**src/rtl/ucsbece154b_bp_ctrl_if.sv**
```systemverilog
// Resolved control-flow record handshake from Execute into the branch predictor sequencer.
interface ucsbece154b_bp_ctrl_if #(
   parameter int NUM_GHR_BITS = 5
);
   logic                    res_valid;
   logic                    res_ready;
   logic [31:0]             res_pc;
   logic [31:0]             res_target;
   logic [6:0]              res_op;
   logic                    res_taken;
   logic                    res_mispredict;
   logic                    res_btbhit;
   logic [NUM_GHR_BITS-1:0] res_phtaddr;

   modport master (
      output res_valid, res_pc, res_target, res_op, res_taken,
             res_mispredict, res_btbhit, res_phtaddr,
      input  res_ready
   );

   modport slave (
      input  res_valid, res_pc, res_target, res_op, res_taken,
             res_mispredict, res_btbhit, res_phtaddr,
      output res_ready
   );
endinterface

```
**src/rtl/ucsbece154b_bp_ctrl.sv**
```systemverilog
// Branch predictor sequencer: sweeps BTB/PHT clear after reset, queues resolved records
// from Execute and drains one per cycle into the predictor write ports.
module ucsbece154b_bp_ctrl #(
   parameter int NUM_BTB_ENTRIES = 32,
   parameter int NUM_GHR_BITS    = 5,
   parameter int FIFO_DEPTH      = 2,
   parameter int RECOVER_CYCLES  = 2,
   localparam int BI = $clog2(NUM_BTB_ENTRIES),
   localparam int G  = NUM_GHR_BITS
) (
   input  logic                 clk,
   input  logic                 reset_i,
   ucsbece154b_bp_ctrl_if.slave res,
   output logic [BI-1:0]        BTBwriteaddress_o,
   output logic [31:0]          BTBwritedata_o,
   output logic                 BTBclear_o,
   output logic                 BTB_we_o,
   output logic [G-1:0]         PHTwriteaddress_o,
   output logic                 PHTincrement_o,
   output logic                 PHTinit_o,
   output logic                 PHTwe_o,
   output logic                 GHRreset_o,
   output logic                 flush_o,
   output logic                 busy_o,
   output logic [15:0]          mispredict_cnt_o
);
   localparam int PHT_N   = 1 << G;
   localparam int SWEEP_N = (NUM_BTB_ENTRIES > PHT_N) ? NUM_BTB_ENTRIES : PHT_N;
   localparam int IW      = $clog2(SWEEP_N);
   localparam int AW      = $clog2(FIFO_DEPTH);
   localparam int RW      = (RECOVER_CYCLES > 1) ? $clog2(RECOVER_CYCLES) : 1;

   localparam logic [IW-1:0] IDX_LAST  = IW'(SWEEP_N - 1);
   localparam logic [IW-1:0] IDX_ONE   = IW'(1);
   localparam logic [AW:0]   FIFO_FULL = (AW+1)'(FIFO_DEPTH);
   localparam logic [AW:0]   CNT_ONE   = (AW+1)'(1);
   localparam logic [AW-1:0] PTR_ONE   = AW'(1);
   localparam logic [RW-1:0] RC_LAST   = RW'(RECOVER_CYCLES - 1);
   localparam logic [RW-1:0] RC_ONE    = RW'(1);

   localparam logic [6:0] OP_BRANCH = 7'b1100011;
   localparam logic [6:0] OP_JAL    = 7'b1101111;
   localparam logic [6:0] OP_JALR   = 7'b1100111;

   typedef enum logic [1:0] {
      INIT    = 2'd0,
      RUN     = 2'd1,
      RECOVER = 2'd2
   } state_e;

   // Records are decoded on entry so the queue holds only what the write rules need.
   typedef struct packed {
      logic [BI-1:0] btb_idx;
      logic [31:0]   target;
      logic          is_branch;
      logic          is_jump;
      logic          taken;
      logic          mispredict;
      logic          btbhit;
      logic [G-1:0]  phtaddr;
   } rec_t;

   state_e        state_q, state_d;
   logic [IW-1:0] idx_q, idx_d;
   logic [RW-1:0] rc_q, rc_d;
   logic [AW-1:0] wr_ptr_q, wr_ptr_d, rd_ptr_q, rd_ptr_d;
   logic [AW:0]   count_q, count_d;
   rec_t          mem_q [FIFO_DEPTH];
   rec_t          mem_d [FIFO_DEPTH];

   logic [BI-1:0] btb_addr_q, btb_addr_d;
   logic [31:0]   btb_data_q, btb_data_d;
   logic          btb_clear_q, btb_clear_d, btb_we_q, btb_we_d;
   logic [G-1:0]  pht_addr_q, pht_addr_d;
   logic          pht_inc_q, pht_inc_d, pht_init_q, pht_init_d, pht_we_q, pht_we_d;
   logic          ghr_reset_q, ghr_reset_d, flush_q, flush_d;
   logic          ready_q, ready_d, busy_q, busy_d;
   logic [15:0]   mispredict_cnt_q, mispredict_cnt_d;

   rec_t rec_in_s, head_s;
   logic push_s, pop_s;

   assign rec_in_s.btb_idx    = res.res_pc[BI+1:2];
   assign rec_in_s.target     = res.res_target;
   assign rec_in_s.is_branch  = (res.res_op == OP_BRANCH);
   assign rec_in_s.is_jump    = (res.res_op == OP_JAL) || (res.res_op == OP_JALR);
   assign rec_in_s.taken      = res.res_taken;
   assign rec_in_s.mispredict = res.res_mispredict;
   assign rec_in_s.btbhit     = res.res_btbhit;
   assign rec_in_s.phtaddr    = res.res_phtaddr;

   // Next-state, queue bookkeeping and next values of every registered output.
   always_comb begin
      state_d          = state_q;
      idx_d            = idx_q;
      rc_d             = rc_q;
      wr_ptr_d         = wr_ptr_q;
      rd_ptr_d         = rd_ptr_q;
      count_d          = count_q;
      mem_d            = mem_q;
      mispredict_cnt_d = mispredict_cnt_q;
      btb_addr_d       = '0;
      btb_data_d       = 32'h0000_0000;
      btb_clear_d      = 1'b0;
      btb_we_d         = 1'b0;
      pht_addr_d       = '0;
      pht_inc_d        = 1'b0;
      pht_init_d       = 1'b0;
      pht_we_d         = 1'b0;
      ghr_reset_d      = 1'b0;
      flush_d          = 1'b0;
      head_s           = mem_q[rd_ptr_q];
      push_s           = res.res_valid & ready_q;
      pop_s            = (state_q == RUN) && (count_q != '0);

      case (state_q)
         INIT: begin
            if (int'(idx_q) < NUM_BTB_ENTRIES) begin
               btb_we_d    = 1'b1;
               btb_clear_d = 1'b1;
               btb_addr_d  = idx_q[BI-1:0];
            end else begin
               btb_we_d    = 1'b0;
            end
            if (int'(idx_q) < PHT_N) begin
               pht_we_d    = 1'b1;
               pht_init_d  = 1'b1;
               pht_addr_d  = idx_q[G-1:0];
            end else begin
               pht_we_d    = 1'b0;
            end
            if (idx_q == IDX_LAST) begin
               ghr_reset_d = 1'b1;
               idx_d       = '0;
               state_d     = RUN;
            end else begin
               idx_d       = idx_q + IDX_ONE;
            end
         end
         RUN: begin
            if (push_s) begin
               mem_d[wr_ptr_q] = rec_in_s;
               wr_ptr_d        = wr_ptr_q + PTR_ONE;
            end else begin
               wr_ptr_d        = wr_ptr_q;
            end
            if (pop_s) begin
               rd_ptr_d = rd_ptr_q + PTR_ONE;
               if (head_s.is_branch) begin
                  pht_we_d   = 1'b1;
                  pht_addr_d = head_s.phtaddr;
                  pht_inc_d  = head_s.taken;
               end else begin
                  pht_we_d   = 1'b0;
               end
               if ((head_s.is_jump || (head_s.is_branch && head_s.taken)) &&
                   (!head_s.btbhit || head_s.mispredict)) begin
                  btb_we_d   = 1'b1;
                  btb_addr_d = head_s.btb_idx;
                  btb_data_d = head_s.target;
               end else begin
                  btb_we_d   = 1'b0;
               end
            end else begin
               rd_ptr_d = rd_ptr_q;
            end
            case ({push_s, pop_s})
               2'b10:   count_d = count_q + CNT_ONE;
               2'b01:   count_d = count_q - CNT_ONE;
               default: count_d = count_q;
            endcase
            // Everything queued behind a mispredicted record is wrong-path work.
            if (pop_s && head_s.mispredict) begin
               flush_d     = 1'b1;
               ghr_reset_d = 1'b1;
               count_d     = '0;
               wr_ptr_d    = '0;
               rd_ptr_d    = '0;
               rc_d        = '0;
               state_d     = RECOVER;
               mispredict_cnt_d = (mispredict_cnt_q == 16'hFFFF) ? mispredict_cnt_q
                                                                 : mispredict_cnt_q + 16'd1;
            end else begin
               state_d     = RUN;
            end
         end
         RECOVER: begin
            if (rc_q == RC_LAST) begin
               rc_d    = '0;
               state_d = RUN;
            end else begin
               rc_d    = rc_q + RC_ONE;
            end
         end
         default: begin
            state_d = INIT;
            idx_d   = '0;
         end
      endcase

      ready_d = (state_d == RUN) && (count_d != FIFO_FULL);
      busy_d  = (state_d != RUN);
   end

   // State, queue and output registers with synchronous reset.
   always_ff @(posedge clk) begin
      mem_q <= mem_d;
      if (reset_i) begin
         state_q          <= INIT;
         idx_q            <= '0;
         rc_q             <= '0;
         wr_ptr_q         <= '0;
         rd_ptr_q         <= '0;
         count_q          <= '0;
         mispredict_cnt_q <= 16'h0000;
         btb_addr_q       <= '0;
         btb_data_q       <= 32'h0000_0000;
         btb_clear_q      <= 1'b0;
         btb_we_q         <= 1'b0;
         pht_addr_q       <= '0;
         pht_inc_q        <= 1'b0;
         pht_init_q       <= 1'b0;
         pht_we_q         <= 1'b0;
         ghr_reset_q      <= 1'b0;
         flush_q          <= 1'b0;
         ready_q          <= 1'b0;
         busy_q           <= 1'b1;
      end else begin
         state_q          <= state_d;
         idx_q            <= idx_d;
         rc_q             <= rc_d;
         wr_ptr_q         <= wr_ptr_d;
         rd_ptr_q         <= rd_ptr_d;
         count_q          <= count_d;
         mispredict_cnt_q <= mispredict_cnt_d;
         btb_addr_q       <= btb_addr_d;
         btb_data_q       <= btb_data_d;
         btb_clear_q      <= btb_clear_d;
         btb_we_q         <= btb_we_d;
         pht_addr_q       <= pht_addr_d;
         pht_inc_q        <= pht_inc_d;
         pht_init_q       <= pht_init_d;
         pht_we_q         <= pht_we_d;
         ghr_reset_q      <= ghr_reset_d;
         flush_q          <= flush_d;
         ready_q          <= ready_d;
         busy_q           <= busy_d;
      end
   end

   assign res.res_ready       = ready_q;
   assign BTBwriteaddress_o   = btb_addr_q;
   assign BTBwritedata_o      = btb_data_q;
   assign BTBclear_o          = btb_clear_q;
   assign BTB_we_o            = btb_we_q;
   assign PHTwriteaddress_o   = pht_addr_q;
   assign PHTincrement_o      = pht_inc_q;
   assign PHTinit_o           = pht_init_q;
   assign PHTwe_o             = pht_we_q;
   assign GHRreset_o          = ghr_reset_q;
   assign flush_o             = flush_q;
   assign busy_o              = busy_q;
   assign mispredict_cnt_o    = mispredict_cnt_q;
endmodule

```
**src/flat_wrapper.sv**
```systemverilog
// flat-port wrapper written by rule: the top's interface ports become plain ports
module ucsbece154b_bp_ctrl_flat 
#(
   parameter int NUM_BTB_ENTRIES = 32,
   parameter int NUM_GHR_BITS    = 5,
   parameter int FIFO_DEPTH      = 2,
   parameter int RECOVER_CYCLES  = 2,
   localparam int BI = $clog2(NUM_BTB_ENTRIES),
   localparam int G  = NUM_GHR_BITS
)
  (clk, reset_i, BTBwriteaddress_o, BTBwritedata_o, BTBclear_o, BTB_we_o, PHTwriteaddress_o, PHTincrement_o, PHTinit_o, PHTwe_o, GHRreset_o, flush_o, busy_o, mispredict_cnt_o, res_res_valid, res_res_pc, res_res_target, res_res_op, res_res_taken, res_res_mispredict, res_res_btbhit, res_res_phtaddr, res_res_ready);
  ucsbece154b_bp_ctrl_if #(.NUM_GHR_BITS(NUM_GHR_BITS)) res_i ();
  input  logic clk;
  input  logic reset_i;
  output logic [BI-1:0] BTBwriteaddress_o;
  output logic [31:0] BTBwritedata_o;
  output logic BTBclear_o;
  output logic BTB_we_o;
  output logic [G-1:0] PHTwriteaddress_o;
  output logic PHTincrement_o;
  output logic PHTinit_o;
  output logic PHTwe_o;
  output logic GHRreset_o;
  output logic flush_o;
  output logic busy_o;
  output logic [15:0] mispredict_cnt_o;
  input wire logic [$bits(res_i.res_valid)-1:0] res_res_valid;
  input wire logic [$bits(res_i.res_pc)-1:0] res_res_pc;
  input wire logic [$bits(res_i.res_target)-1:0] res_res_target;
  input wire logic [$bits(res_i.res_op)-1:0] res_res_op;
  input wire logic [$bits(res_i.res_taken)-1:0] res_res_taken;
  input wire logic [$bits(res_i.res_mispredict)-1:0] res_res_mispredict;
  input wire logic [$bits(res_i.res_btbhit)-1:0] res_res_btbhit;
  input wire logic [$bits(res_i.res_phtaddr)-1:0] res_res_phtaddr;
  output wire logic [$bits(res_i.res_ready)-1:0] res_res_ready;
  assign res_i.res_valid = res_res_valid;
  assign res_i.res_pc = res_res_pc;
  assign res_i.res_target = res_res_target;
  assign res_i.res_op = res_res_op;
  assign res_i.res_taken = res_res_taken;
  assign res_i.res_mispredict = res_res_mispredict;
  assign res_i.res_btbhit = res_res_btbhit;
  assign res_i.res_phtaddr = res_res_phtaddr;
  assign res_res_ready = res_i.res_ready;
  ucsbece154b_bp_ctrl #(.NUM_BTB_ENTRIES(NUM_BTB_ENTRIES), .NUM_GHR_BITS(NUM_GHR_BITS), .FIFO_DEPTH(FIFO_DEPTH), .RECOVER_CYCLES(RECOVER_CYCLES)) u_core (.clk(clk), .reset_i(reset_i), .res(res_i), .BTBwriteaddress_o(BTBwriteaddress_o), .BTBwritedata_o(BTBwritedata_o), .BTBclear_o(BTBclear_o), .BTB_we_o(BTB_we_o), .PHTwriteaddress_o(PHTwriteaddress_o), .PHTincrement_o(PHTincrement_o), .PHTinit_o(PHTinit_o), .PHTwe_o(PHTwe_o), .GHRreset_o(GHRreset_o), .flush_o(flush_o), .busy_o(busy_o), .mispredict_cnt_o(mispredict_cnt_o));
endmodule
```
**config.mk**
```make
export PLATFORM = sky130hd
export DESIGN_NAME = ucsbece154b_bp_ctrl_flat
export DESIGN_NICKNAME = d
export VERILOG_FILES = /design/src/rtl/ucsbece154b_bp_ctrl_if.sv /design/src/rtl/ucsbece154b_bp_ctrl.sv /design/src/flat_wrapper.sv
export SDC_FILE = /design/constraint.sdc
export NUM_CORES = 1
export LEC_CHECK = 0
export BUFFER_PORTS_ARGS = -buffer_cell sky130_fd_sc_hd__buf_4
export CAP_MARGIN = 20
export CORE_ASPECT_RATIO = 1.4
export CORE_MARGIN = 2
export CORE_UTILIZATION = 34
export DETAILED_ROUTE_END_ITERATION = 16
export SETUP_SLACK_MARGIN = 0.2
export SLEW_MARGIN = 20
export SYNTH_ARGS = -nofsm -noshare
export SYNTH_HDL_FRONTEND = slang
export SYNTH_SLANG_ARGS = --single-unit
```
**constraint.sdc**
```tcl
create_clock -name clk -period 6 [get_ports clk]
set_input_delay 0.9 -clock clk [delete_from_list [all_inputs] [get_ports clk]]
set_output_delay 0.9 -clock clk [all_outputs]
set_load 0.1 [all_outputs]
```
Word level (Yosys, flattened, before mapping)
Cells that the tools add are included.

word-level totals
  register bits = 172
  bits of input ports = 82

cells by class
  bitwise gates (word level) = 8
  reduce and logical (&&, ||, !) cells = 24
  mux-type cells = 38
  equal/unequal tests = 13
  order comparisons = 3
  add/sub/neg operators = 7

operators with widths
  cell                                                      number
  2-to-1 mux 47 bit                                         4
  bitwise mux 94 bit                                        1
  demux 47 bit (select 1 bit)                               1
  case mux 5 bit (2 select lines)                           3
  2-to-1 mux 5 bit                                          5
  == test 7 bit, second input constant                      3
  adder 16 x 1 -> 16 bit, second input constant             1
  == test 16 bit, second input constant                     1
  2-to-1 mux 1 bit                                          13
  2-to-1 mux 2 bit                                          5
  case mux 1 bit (2 select lines)                           4
  AND reduction 2 bit                                       4
  nonzero test 2 bit                                        4
  OR reduction 4 bit                                        2
  == test 2 x 1 -> 1 bit, second input constant             3
  logical AND 1 bit                                         6
  case mux 2 bit (3 select lines)                           1
  adder 5 x 1 -> 5 bit, second input constant               1
  == test 5 bit, second input constant                      1
  inverter 1 bit                                            5
  == test 2 bit, second input constant                      2
  greater-or-equal comparator 2 bit, second input constant  2
  != test 2 bit, second input constant                      2
  inverter 1 -> 2 bit                                       2
  other kinds (12)                                          17

Longest topological paths before layout
Gate-level depths: netlist of run 1.

  depth after elaboration = 10
  mapped depth = 10
  gate-level depth less buffers = 10

Least setup slack after synthesis of run 1
Ideal clock, no wire load.

  kind = register -> register
  start = register u_core.ready_q (netlist: u_core.res.res_ready)
  end = register u_core.mem_q[0] in the netlist's numbering, enable pin
  setup time = 0.452 ns
  path slack = 2.286 ns
  cell stages (with the launch flop) = 3
  required time = 5.548 ns
  data arrival time = 3.262 ns
  buffers on the path = 0
  cell sequence = dfxtp_1 -> nand3_1 -> nor2_1

on the way
  word-level cells in the longest chain between the ends = 2

ends and longest elaborated chain
  item                           RTL line                    source
  start, declared                ucsbece154b_bp_ctrl.sv:77   logic ready_q, ready_d, busy_q, busy_d;
  start signal, assigned         ucsbece154b_bp_ctrl.sv:246  ready_q <= ready_d;
  bitwise AND 1 bit              ucsbece154b_bp_ctrl.sv:113  push_s = res.res_valid & ready_q;
  AND reduction 2 bit (no line)  -
  end signal, assigned           ucsbece154b_bp_ctrl.sv:207  mem_q <= mem_d;
  end, declared                  ucsbece154b_bp_ctrl.sv:68   rec_t mem_q [FIFO_DEPTH];

No other way between the ends.
A chain may end at the register's enable or synchronous reset.

Worst setup path in the final report of run 1
  start = register u_core.state_q[1]
  end = register u_core.ready_q (netlist: u_core.res.res_ready)

on the way
  word-level cells in the longest chain between the ends = 8
  elaborated cells between the ends (all ways) = 17
  those cells by class = 6 x eq/ne; 7 x mux; 4 x reduce/logical

ends and longest elaborated chain
  item                                                            RTL line                                                source
  start, declared                                                 ucsbece154b_bp_ctrl.sv:63                               state_e state_q, state_d;
  start signal, assigned                                          ucsbece154b_bp_ctrl.sv:229                              state_q <= state_d;
  == test 2 x 1 -> 1 bit                                          ucsbece154b_bp_ctrl.sv:114, ucsbece154b_bp_ctrl.sv:116
  logical AND 1 bit                                               ucsbece154b_bp_ctrl.sv:114                              pop_s = (state_q == RUN) && (count_q != '0);
  == test 2 x 1 -> 1 bit / == test 2 bit (equally long branches)  ucsbece154b_bp_ctrl.sv:167                              case ({push_s, pop_s})
  case mux 2 bit (2 select lines)                                 ucsbece154b_bp_ctrl.sv:167
  2-to-1 mux 2 bit                                                ucsbece154b_bp_ctrl.sv:173                              if (pop_s && head_s.mispredict) begin
  2-to-1 mux 2 bit                                                ucsbece154b_bp_ctrl.sv:116                              case (state_q)
  != test 2 bit                                                   ucsbece154b_bp_ctrl.sv:201                              ready_d = (state_d == RUN) && (count_d != FIFO_FULL);
  logical AND 1 bit (*)                                           ucsbece154b_bp_ctrl.sv:201

Every way passes the cells marked *; elsewhere a longest branch is shown, timed or not.

==> qor.json, run 1 <==
{
  "pwr": {
    "power_leakage_nw": 2.910,
    "power_frac_seq_pct": 51.5,
    "worst_ir_drop_vdd_mv": 0.1556,
    "power.share.combinational_pct": 5.6,
    "netSwitchingFraction_pct": 24.35,
    "clock_power_share_pct": 43.0,
    "power.switching_w": 0.0005962,
    "powerDensity_nw_per_um2": 308.6,
    "intPower_w": 0.001852
  },
  "layout": {
    "design.final.nets": 670,
    "mostFrequentLayoutCell": "buf_4",
    "num_antenna_cells": 0,
    "fillCellCount": 1671,
    "finish.cell_count_without_fillers": 833,
    "final_layout_size_suffix_gt1_share_pct": 29.17,
    "flow.area_growth_from_synthesis_pct": 28.05,
    "postLayoutCoreUtil_pct": 44.26,
    "final_cell_mix": "buf_4 (125), edfxtp_1 (94), dfxtp_1 (77)",
    "final_cell_area_um2": 7934
  },
  "synthesis": {
    "synth-edff-count": 94,
    "synth_warnings": 0,
    "synth-compound-area-share_pct": 3.897,
    "synth_top_family_by_area": "simple AND/OR/NAND/NOR gates",
    "synth_cells": 457,
    "post_synth_instance_area_um2": 6196,
    "yosys.area_share.simple_pct": 11.73,
    "net_count_synth": 547,
    "ys_types": 47,
    "synth_seq_cells": 172,
    "synth_area_per_cell_um2": 13.56,
    "seq_area_frac_synth_pct": 70.76,
    "area_share_of_xor_xnor_cells_in_the_synthesized_design_pct": 2.120,
    "synth_adder_area_share_pct": 1.616,
    "postSynth.asyncResetShare_pct": 0,
    "ys_dominant_reg_cell": "edfxtp_1",
    "multiplexer_share_of_the_synthesized_area_pct": 7.855
  },
  "route": {
    "drt.antenna.violating_nets": 0,
    "drt_iter0_markers": 191,
    "route.detailed.drc": 0,
    "postRouteWirelength_um": 12110,
    "drtPass1Iterations": 6,
    "drt-vias-per-instance": 4.634,
    "num_vias": 3860,
    "drt-wirelength-per-cell_um": 14.54
  },
  "floorplan": {
    "die_width_um": 118.1,
    "dieArea_um2": 19330,
    "initial_utilization_pct": 34.57,
    "num_io_pins": 149,
    "dieHeight_um": 163.7,
    "cell_rows": 58,
    "core-area_um2": 17920
  },
  "sta": {
    "period_share_pct": 39.47,
    "setup_viol_count_final": 0,
    "final_layout_worst_hold_slack_ns": 0.4789,
    "finalSetupTns_ns": 0,
    "maxClockFrequency_mhz": 422.3,
    "skew_ns": 0.01097,
    "final-hold-violation-count": 0,
    "fin_crit_ns": 2.368,
    "drv_slew": 0,
    "timing.max_slew.rel_slack_pct": 44.81,
    "setup_repair_after_global_routing_missed_its_margin": "false",
    "worst-slew-pin-transition_ns": 0.8278
  },
  "run": {
    "max_capacitance_violation_count": 0
  },
  "clock_network": {
    "post_cts_resized": 0,
    "ctsHtreeMaxLevel": 4,
    "clk_latency_ns": 0.42,
    "cts_tree": "built",
    "cts_clk_pin_slew_worst_paths_ns": 0.07,
    "cts_num_sinks": 172,
    "cts.repair_timing.setup_buffer_count": 0,
    "cts-buffers-inserted": 17,
    "clock_path_buffers": 2,
    "cts-root-buf": "clkbuf_16",
    "cts.hold.buffers_added": 0
  },
  "global_route": {
    "grt_start_max_net_pins": 50,
    "groute.usage.overall_pct": 12.92,
    "first_global_vias": 3918,
    "grt_antenna_before_repair": 0,
    "grt.overflow.total": 0,
    "wire_length_of_the_first_global_routing_pass_um": 19310
  },
  "placement": {
    "place_congestion": 0.7965,
    "place.detailed.hpwl_um": 7956,
    "post-place-cells": 801,
    "placed_area_um2": 7352,
    "io_buffers": 121
  },
  "critical_path": {
    "crit_type": "reg2reg",
    "critical_path.max_stage_delay_ns": 0.44,
    "timing.critical_path.required_ns": 6.31,
    "cp-end-kind": "flip-flop",
    "critical_path.max_fanout": 8,
    "cp_cell_sequence": "inv_1, ha_1, o21ai_2, inv_1, ha_1, nor2b_1, mux2i_1, nand2_1, a21oi_1, nor2_1",
    "worst_path_max_delay_cell": "dfxtp_1",
    "cp-start-kind": "flip-flop",
    "worst_ep_arrival_time_ns": 2.68
  },
  "status": {
    "status": "finished clean"
  },
  "min_path": {
    "hold_path.class": "reg2reg"
  }
}
[sequential cells by signal, summed over array words and instances, names as in the netlist]
| register | flops |
|---|---|
| u_core.BTBwriteaddress_o | 5 |
| u_core.PHTincrement_o | 1 |
| u_core.PHTwe_o | 1 |
| u_core.GHRreset_o | 1 |
| u_core.rd_ptr_q | 1 |
| u_core.BTB_we_o | 1 |
| u_core.BTBwritedata_o | 32 |
| u_core.busy_o | 1 |
| u_core.res.res_ready | 1 |
| u_core.BTBclear_o | 1 |
| u_core.state_q | 2 |
| u_core.mispredict_cnt_o | 16 |
| u_core.idx_q | 5 |
| u_core.PHTwriteaddress_o | 5 |
| u_core.rc_q | 1 |
| u_core.count_q | 2 |
| u_core.flush_o | 1 |
| u_core.mem_q | 94 |
| u_core.wr_ptr_q | 1 |
[layout make-up]
type	instances	area, um^2	share of cell area, %
inverters	7	26.28	0.3312
clock buffers	18	429.2	5.409
flip-flops and latches	172	4385	55.28
multi-input cells	257	1702	21.45
repair buffers	125	938.4	11.83
clock inverters	14	152.6	1.924
well taps	240	300.3	3.785
[worst paths after layout]
kind / from / end / slack, ns / depth (start not counted)
min: u_core.mem_q[83] / u_core.BTBwritedata_o[26] / 0.48 / 2
max reg2reg: u_core.state_q[1] / u_core.res.res_ready / 3.63 / 10
min reg2reg: u_core.mem_q[83] / u_core.BTBwritedata_o[26] / 0.48 / 2
max: u_core.state_q[1] / u_core.res.res_ready / 3.63 / 10
[worst max-delay path, delay by kind of cell (launching register included)]
family	cells	cell delay, ns
AOI/OAI and AO/OA	2	0.34
adders and majority gates	2	0.58
buffers and inverters	2	0.24
DFF	1	0.44
muxes	1	0.23
and+or+nand+nor	3	0.42
[cells by family after synthesis]
logic type,Yosys count
buffers and inverters,28
and+or+nand+nor,148
xor gates and xnor gates,15
adders and majority gates,8
DFF,172
AOI/OAI and AO/OA,38
muxes,48
[power groups by stage]
stage | Sequential, W | Clock [W] | Combinational, W
floorplan | 0.00133 | 0 | 0.0000376
global placement | 0.00129 | 0 | 0.000132
detailed placement | 0.00129 | 0 | 0.000137
CTS | 0.00126 | 0.00108 | 0.000137
global route | 0.00126 | 0.00113 | 0.000145
finish | 0.00126 | 0.00105 | 0.000136
[synthesized netlist by cell type (2+ instances only)]
cell type / count / area share, %
a21oi_1: 12 / 0.97
a22oi_1: 5 / 0.61
a31oi_1: 2 / 0.20
and4_1: 2 / 0.28
buf_1: 3 / 0.18
buf_2: 6 / 0.48
buf_4: 3 / 0.36
clkbuf_1: 8 / 0.48
dfxtp_1: 78 / 25
edfxtp_1: 94 / 46
ha_1: 8 / 1.6
inv_1: 7 / 0.42
mux2_2: 5 / 0.91
mux2i_1: 43 / 6.9
nand2_1: 21 / 1.3
nand2b_1: 5 / 0.50
nand3_1: 8 / 0.65
nand4_1: 5 / 0.50
nor2_1: 73 / 4.4
nor2b_1: 5 / 0.50
nor3_1: 12 / 0.97
nor3b_1: 2 / 0.24
nor4_1: 3 / 0.30
o211ai_1: 2 / 0.24
o21ai_0: 10 / 0.81
xnor2_1: 11 / 1.6
xor2_1: 4 / 0.57
[metrics by stage]
step           total power [W]  setup slack [ns]
3_5_place_dp          0.001423             3.611
4_1_cts               0.002476             3.604
3_3_place_gp          0.001418             3.638
6_report              0.002449             3.632
2_1_floorplan         0.001370             2.286
5_1_grt               0.002535             3.464
[layer usage]
metal / GRT usage, % / share of wire (%)
met5: 0 / 0
met2: 22.67 / 51
met3: 5.139 / 7.0
met1: 13.94 / 41
met4: 5.093 / 1.5
(Power assumes the default switching activity.)
==> run 2: changes to the inputs <==
Clock period 6 ns to 2.45 ns, I/O delays scaled along.
==> run 2 against run 1 <==
Compared with the run above: clock power rose to 2.6 times the previous value; utilization up 0.70 points; total power grew to 2.5 times the previous value; sequential cell count is the same; sequential power rose by 150%; via count unchanged; global-route usage is 0.17 points higher; combinational power grew 150%; sequential share of layout area down 0.64 points; largest power group unchanged; highest routed layer unchanged.
==> qor.json, run 2 (synthesis results as in run 1) <==
{
  "sta": {
    "maxClockFrequency_mhz": 474.2,
    "timing.max_slew.rel_slack_pct": 63.27,
    "finalWorstSetupSlack_ns": 0.3410,
    "fin_crit_ns": 2.109,
    "finalSetupTns_ns": 0,
    "final-hold-violation-count": 0,
    "worst-slew-pin-transition_ns": 0.5509,
    "period_share_pct": 86.08,
    "skew_ns": 0.007777,
    "setup_viol_count_final": 0,
    "drv_slew": 0,
    "setup_repair_after_global_routing_missed_its_margin": "false"
  },
  "critical_path": {
    "critical_path.max_fanout": 6,
    "critical_path.max_stage_delay_ns": 0.43,
    "crit_type": "reg2reg",
    "timing.critical_path.required_ns": 2.76,
    "cp_cell_sequence": "inv_1, ha_1, o21ai_2, buf_4, or3_4, nor3_4, a311oi_1, a41o_1",
    "crit_family": "simple AND/OR/NAND/NOR gates",
    "regToRegSetupSlack_ns": 0.34,
    "cp-start-kind": "flip-flop",
    "critPathBufInv": 2,
    "worst_ep_arrival_time_ns": 2.42,
    "worst_path_max_delay_cell": "or3_4",
    "cp-end-kind": "flip-flop"
  },
  "floorplan": {
    "dieHeight_um": 163.7,
    "cell_rows": 58,
    "dieArea_um2": 19330,
    "initial_utilization_pct": 34.57,
    "die_width_um": 118.1,
    "core-area_um2": 17920,
    "num_io_pins": 149
  },
  "min_path": {
    "hold_path.class": "in2reg"
  },
  "placement": {
    "place_congestion": 0.7788,
    "io_buffers": 121,
    "post_placement_setup_slack_ns": 0.2912,
    "post-place-cells": 807,
    "place.detailed.hpwl_um": 8060
  },
  "clock_network": {
    "clock_path_buffers": 2,
    "cts_clk_pin_slew_worst_paths_ns": 0.07,
    "cts_tree": "built",
    "ctsHtreeMaxLevel": 4,
    "clk_latency_ns": 0.42,
    "cts-root-buf": "clkbuf_16",
    "cts-buffers-inserted": 17,
    "cts_num_sinks": 172
  },
  "pwr": {
    "powerDensity_nw_per_um2": 769.4,
    "power_leakage_nw": 2.980,
    "worst_ir_drop_vdd_mv": 0.5106
  },
  "global_route": {
    "grt_antenna_before_repair": 0,
    "grtUsageMet3_pct": 4.722,
    "first_global_vias": 4026,
    "grt.overflow.total": 0,
    "groute.usage.overall_pct": 13.09,
    "wire_length_of_the_first_global_routing_pass_um": 19870,
    "met1_usage_pct": 14.62,
    "top_usage_layer": "met2",
    "grt_start_max_net_pins": 48,
    "use_met2_pct": 22.99
  },
  "run": {
    "max_capacitance_violation_count": 0
  },
  "layout": {
    "mostFrequentLayoutCell": "buf_4",
    "finish.cell_count_without_fillers": 839,
    "num_antenna_cells": 0,
    "final_cell_mix": "buf_4 (129), edfxtp_1 (94), nor2_1 (71)",
    "top_reg_by_flops": "u_core.mem_q",
    "flow.area_growth_from_synthesis_pct": 30.07,
    "postLayoutCoreUtil_pct": 44.96,
    "design.final.nets": 676,
    "final_layout_size_suffix_gt1_share_pct": 32.39,
    "fillCellCount": 1704,
    "largest_reg_flops": 94
  },
  "status": {
    "status": "finished clean"
  },
  "route": {
    "drtPass1Iterations": 4,
    "drt_iter0_markers": 222,
    "postRouteWirelength_um": 12070,
    "drt.antenna.violating_nets": 0,
    "drt-vias-per-instance": 4.601,
    "num_vias": 3860,
    "route.detailed.drc": 0,
    "drt-wirelength-per-cell_um": 14.38
  }
}
run 2: cell types whose count changed in the layout (fill, tap and decap cells not counted), sizes merged:
cell      change
buf           +6
inv           +4
clkinv        -3
bufinv        +2
clkinvlp      -2
clkbuf        -1
run 2: area by class of cell:
cell class                 instances  area [um^2]  area share, %
sequential                       172         4403          54.63
multi-input combinational        257         1704          21.15
timing repair buffer             131         1008          12.51
clock buffer                      17        425.4          5.279
tap                              240        300.3          3.726
clock inverter                    15        191.4          2.375
inverter                           7        26.28         0.3260
run 2: routing by layer:
| layer | up-vias | wire, um |
|---|---|---|
| li1 | 1890 | - |
| met1 | 1850 | 5124 |
| met2 | 109 | 6054 |
| met3 | 11 | 739 |
| met4 | 0 | 151 |
| met5 | - | 0 |
run 2: path summary, 6_finish.rpt:
check | start | end | cells past startpoint
hold reg to reg | u_core.mem_q[67] | u_core.BTBwritedata_o[10] | 2
setup reg to reg | u_core.state_q[1] | u_core.mispredict_cnt_o[11] | 8
setup / recovery | u_core.state_q[1] | u_core.mispredict_cnt_o[11] | 8
hold / removal | res_res_target[6] | u_core.mem_q[63] | 1
run 2: report_power, final:
part | leakage, nW | switching [W] | internal [W]
Sequential | 1.49 | 0.0000213 | 0.00306
Combinational | 1.18 | 0.000219 | 0.000115
Clock | 0.305 | 0.00122 | 0.00156
run 2: timing repair:
item                                    CTS  global route
buffers inserted                          0             0
endpoints found under the setup margin    0             1
hold buffers                              0             0
resized for setup                         0             1
run 2: through the flow:
step	power, W	area (um^2)	hold WS [ns]
global placement	0.003480	7440	0.4565
finish	0.006201	8059	0.1235
global route	0.006416	8059	0.09827
detailed placement	0.003488	7440	0.4665
CTS	0.006281	8056	0.1035
floorplan	0.003356	6228	0.4525
==> run 3: changes to the inputs <==
Settings changed: CORE_UTILIZATION 34 to 53, PLACE_DENSITY set to 0.79.
==> run 3 against run 2 <==
Compared with the run above: final cell count fell by 12%; clock power is 4% lower; non-clock buffer count decreased by 1; register-to-register slack is essentially flat; largest cell class unchanged; largest power group unchanged.
==> qor.json, run 3 (synthesis results as in run 1) <==
{
  "sta": {
    "setup_viol_count_final": 0,
    "finalSetupTns_ns": 0,
    "timing.max_slew.rel_slack_pct": 70.91,
    "period_share_pct": 86.42,
    "skew_ns": 0.009217,
    "fin_crit_ns": 2.117,
    "final-hold-violation-count": 0,
    "drv_slew": 0,
    "worst-slew-pin-transition_ns": 0.4363,
    "maxClockFrequency_mhz": 472.3,
    "setup_repair_after_global_routing_missed_its_margin": "false"
  },
  "clock_network": {
    "cts_tree": "built",
    "ctsHtreeMaxLevel": 4,
    "cts-root-buf": "clkbuf_16",
    "cts-buffers-inserted": 17,
    "clock_path_buffers": 2,
    "cts_clk_pin_slew_worst_paths_ns": 0.07,
    "clk_latency_ns": 0.42,
    "cts_num_sinks": 172
  },
  "layout": {
    "num_antenna_cells": 0,
    "final_layout_size_suffix_gt1_share_pct": 32.44,
    "area_taken_by_multi_input_logic_gates_um2": 1709,
    "area.sequential_um2": 4403,
    "final_cell_mix": "buf_4 (128), edfxtp_1 (94), nor2_1 (71)",
    "flow.area_growth_from_synthesis_pct": 28.11,
    "top_reg_by_flops": "u_core.mem_q",
    "design.final.nets": 675,
    "fillCellCount": 774,
    "largest_reg_flops": 94,
    "mostFrequentLayoutCell": "buf_4"
  },
  "route": {
    "drtPass1Iterations": 5,
    "drt.antenna.violating_nets": 0,
    "drt-vias-per-instance": 5.245,
    "num_vias": 3892,
    "drt_iter0_markers": 233,
    "drt-wirelength-per-cell_um": 15.74,
    "postRouteWirelength_um": 11680,
    "route.detailed.drc": 0
  },
  "floorplan": {
    "die_width_um": 95.38,
    "dieArea_um2": 12580,
    "cell_rows": 46,
    "initial_utilization_pct": 54.37,
    "num_io_pins": 149,
    "core-area_um2": 11400,
    "dieHeight_um": 131.9
  },
  "critical_path": {
    "cp-start-kind": "flip-flop",
    "worstReg2RegEnd": "u_core.res.res_ready",
    "crit_type": "reg2reg",
    "worst_ep_arrival_time_ns": 2.42,
    "cp-end-kind": "flip-flop",
    "termination_of_the_worst_setup_path": "u_core.res.res_ready",
    "critical_path.max_fanout": 8,
    "timing.rr.start": "u_core.state_q[1]",
    "timing.reg2reg.worst_path_depth": 10,
    "crit_start": "u_core.state_q[1]",
    "timing.critical_path.required_ns": 2.75,
    "regToRegSetupSlack_ns": 0.33
  },
  "global_route": {
    "grt_antenna_before_repair": 0,
    "wire_length_of_the_first_global_routing_pass_um": 18830,
    "groute.usage.overall_pct": 19.37,
    "first_global_vias": 3932,
    "grt_start_max_net_pins": 48,
    "grt.overflow.total": 0
  },
  "placement": {
    "io_buffers": 121,
    "place_congestion": 0.8132,
    "place.detailed.hpwl_um": 7723
  },
  "pwr": {
    "power_leakage_nw": 2.968,
    "powerDensity_nw_per_um2": 769.3,
    "fin_total_pwr_w": 0.006107,
    "worst_ir_drop_vdd_mv": 0.5954
  },
  "status": {
    "status": "finished clean"
  },
  "min_path": {
    "hold_path.class": "in2reg",
    "depth_of_the_worst_hold_timing_path": 1
  },
  "run": {
    "max_capacitance_violation_count": 0
  }
}
-- run 3: final cells by class --
class	count	share of cell area, %
Tap cell	144	2.270
Inverter	7	0.3310
Clock inverter	15	2.427
Sequential cell	172	55.47
Clock buffer	17	5.359
Timing Repair Buffer	130	12.61
Multi-Input combinational cell	257	21.53
-- run 3: power breakdown --
group / switching, W / internal [W] / leakage, nW
clock: 0.00129 / 0.00140 / 0.296
combinational: 0.000222 / 0.000116 / 1.18
sequential: 0.0000215 / 0.00306 / 1.49
total: 0.00153 / 0.00458 / 2.97
-- run 3: stage by stage --
step / util (%) / instance area, um^2 / worst slack (ns) / hold slack (ns) / instances
after global placement: 64.16 / 7312 / 0.3446 / 0.4557 / 710
after floorplan: - / 6228 / 0.2027 / 0.4525 / 457
after detailed placement: 64.16 / 7312 / 0.2190 / 0.4661 / 710
after global routing: 69.65 / 7938 / 0.2104 / 0.1113 / 742
final: 69.65 / 7938 / 0.3327 / 0.1232 / 742
after CTS: 69.59 / 7930 / 0.2091 / 0.1114 / 742
-- run 3: worst min path at each step --
stage               slack, ns              start                   endpoint
global placement         0.46   u_core.mem_q[70]  u_core.BTBwritedata_o[13]
finish                   0.12  res_res_target[3]           u_core.mem_q[60]
CTS                      0.11  res_res_target[3]           u_core.mem_q[13]
detailed placement       0.47   u_core.mem_q[74]  u_core.BTBwritedata_o[17]
floorplan                0.45   u_core.mem_q[57]   u_core.BTBwritedata_o[0]
global route             0.11  res_res_target[6]           u_core.mem_q[63]
-- run 3: routing by layer --
metal  routed length [um]  up-vias  GRT usage, %  share of wire [%]
met2                 6007      140         32.36                 51
met5                    0        -             0                  0
met1                 4736     1847         23.31                 41
li1                     -     1891             -                  -
met4                  161        0         7.222                1.4
met3                  774       14         6.003                6.6
-- run 3: timing repair --
item,4_1_cts,5_1_grt
gates resized for setup,0,2
hold buffers,0,0
setup buffers,0,0
setup endpoints to repair,0,2
-- run 3: worst max-delay path, stage by stage (launching register included) --
cell and delay [ns]:
dfxtp_1 0.43, inv_1 0.11, ha_1 0.22, o21ai_2 0.16, inv_1 0.14, ha_1 0.33, nor2b_4 0.17, mux2i_1 0.20
nand2_1 0.06, a21oi_1 0.14, nor2_1 0.05
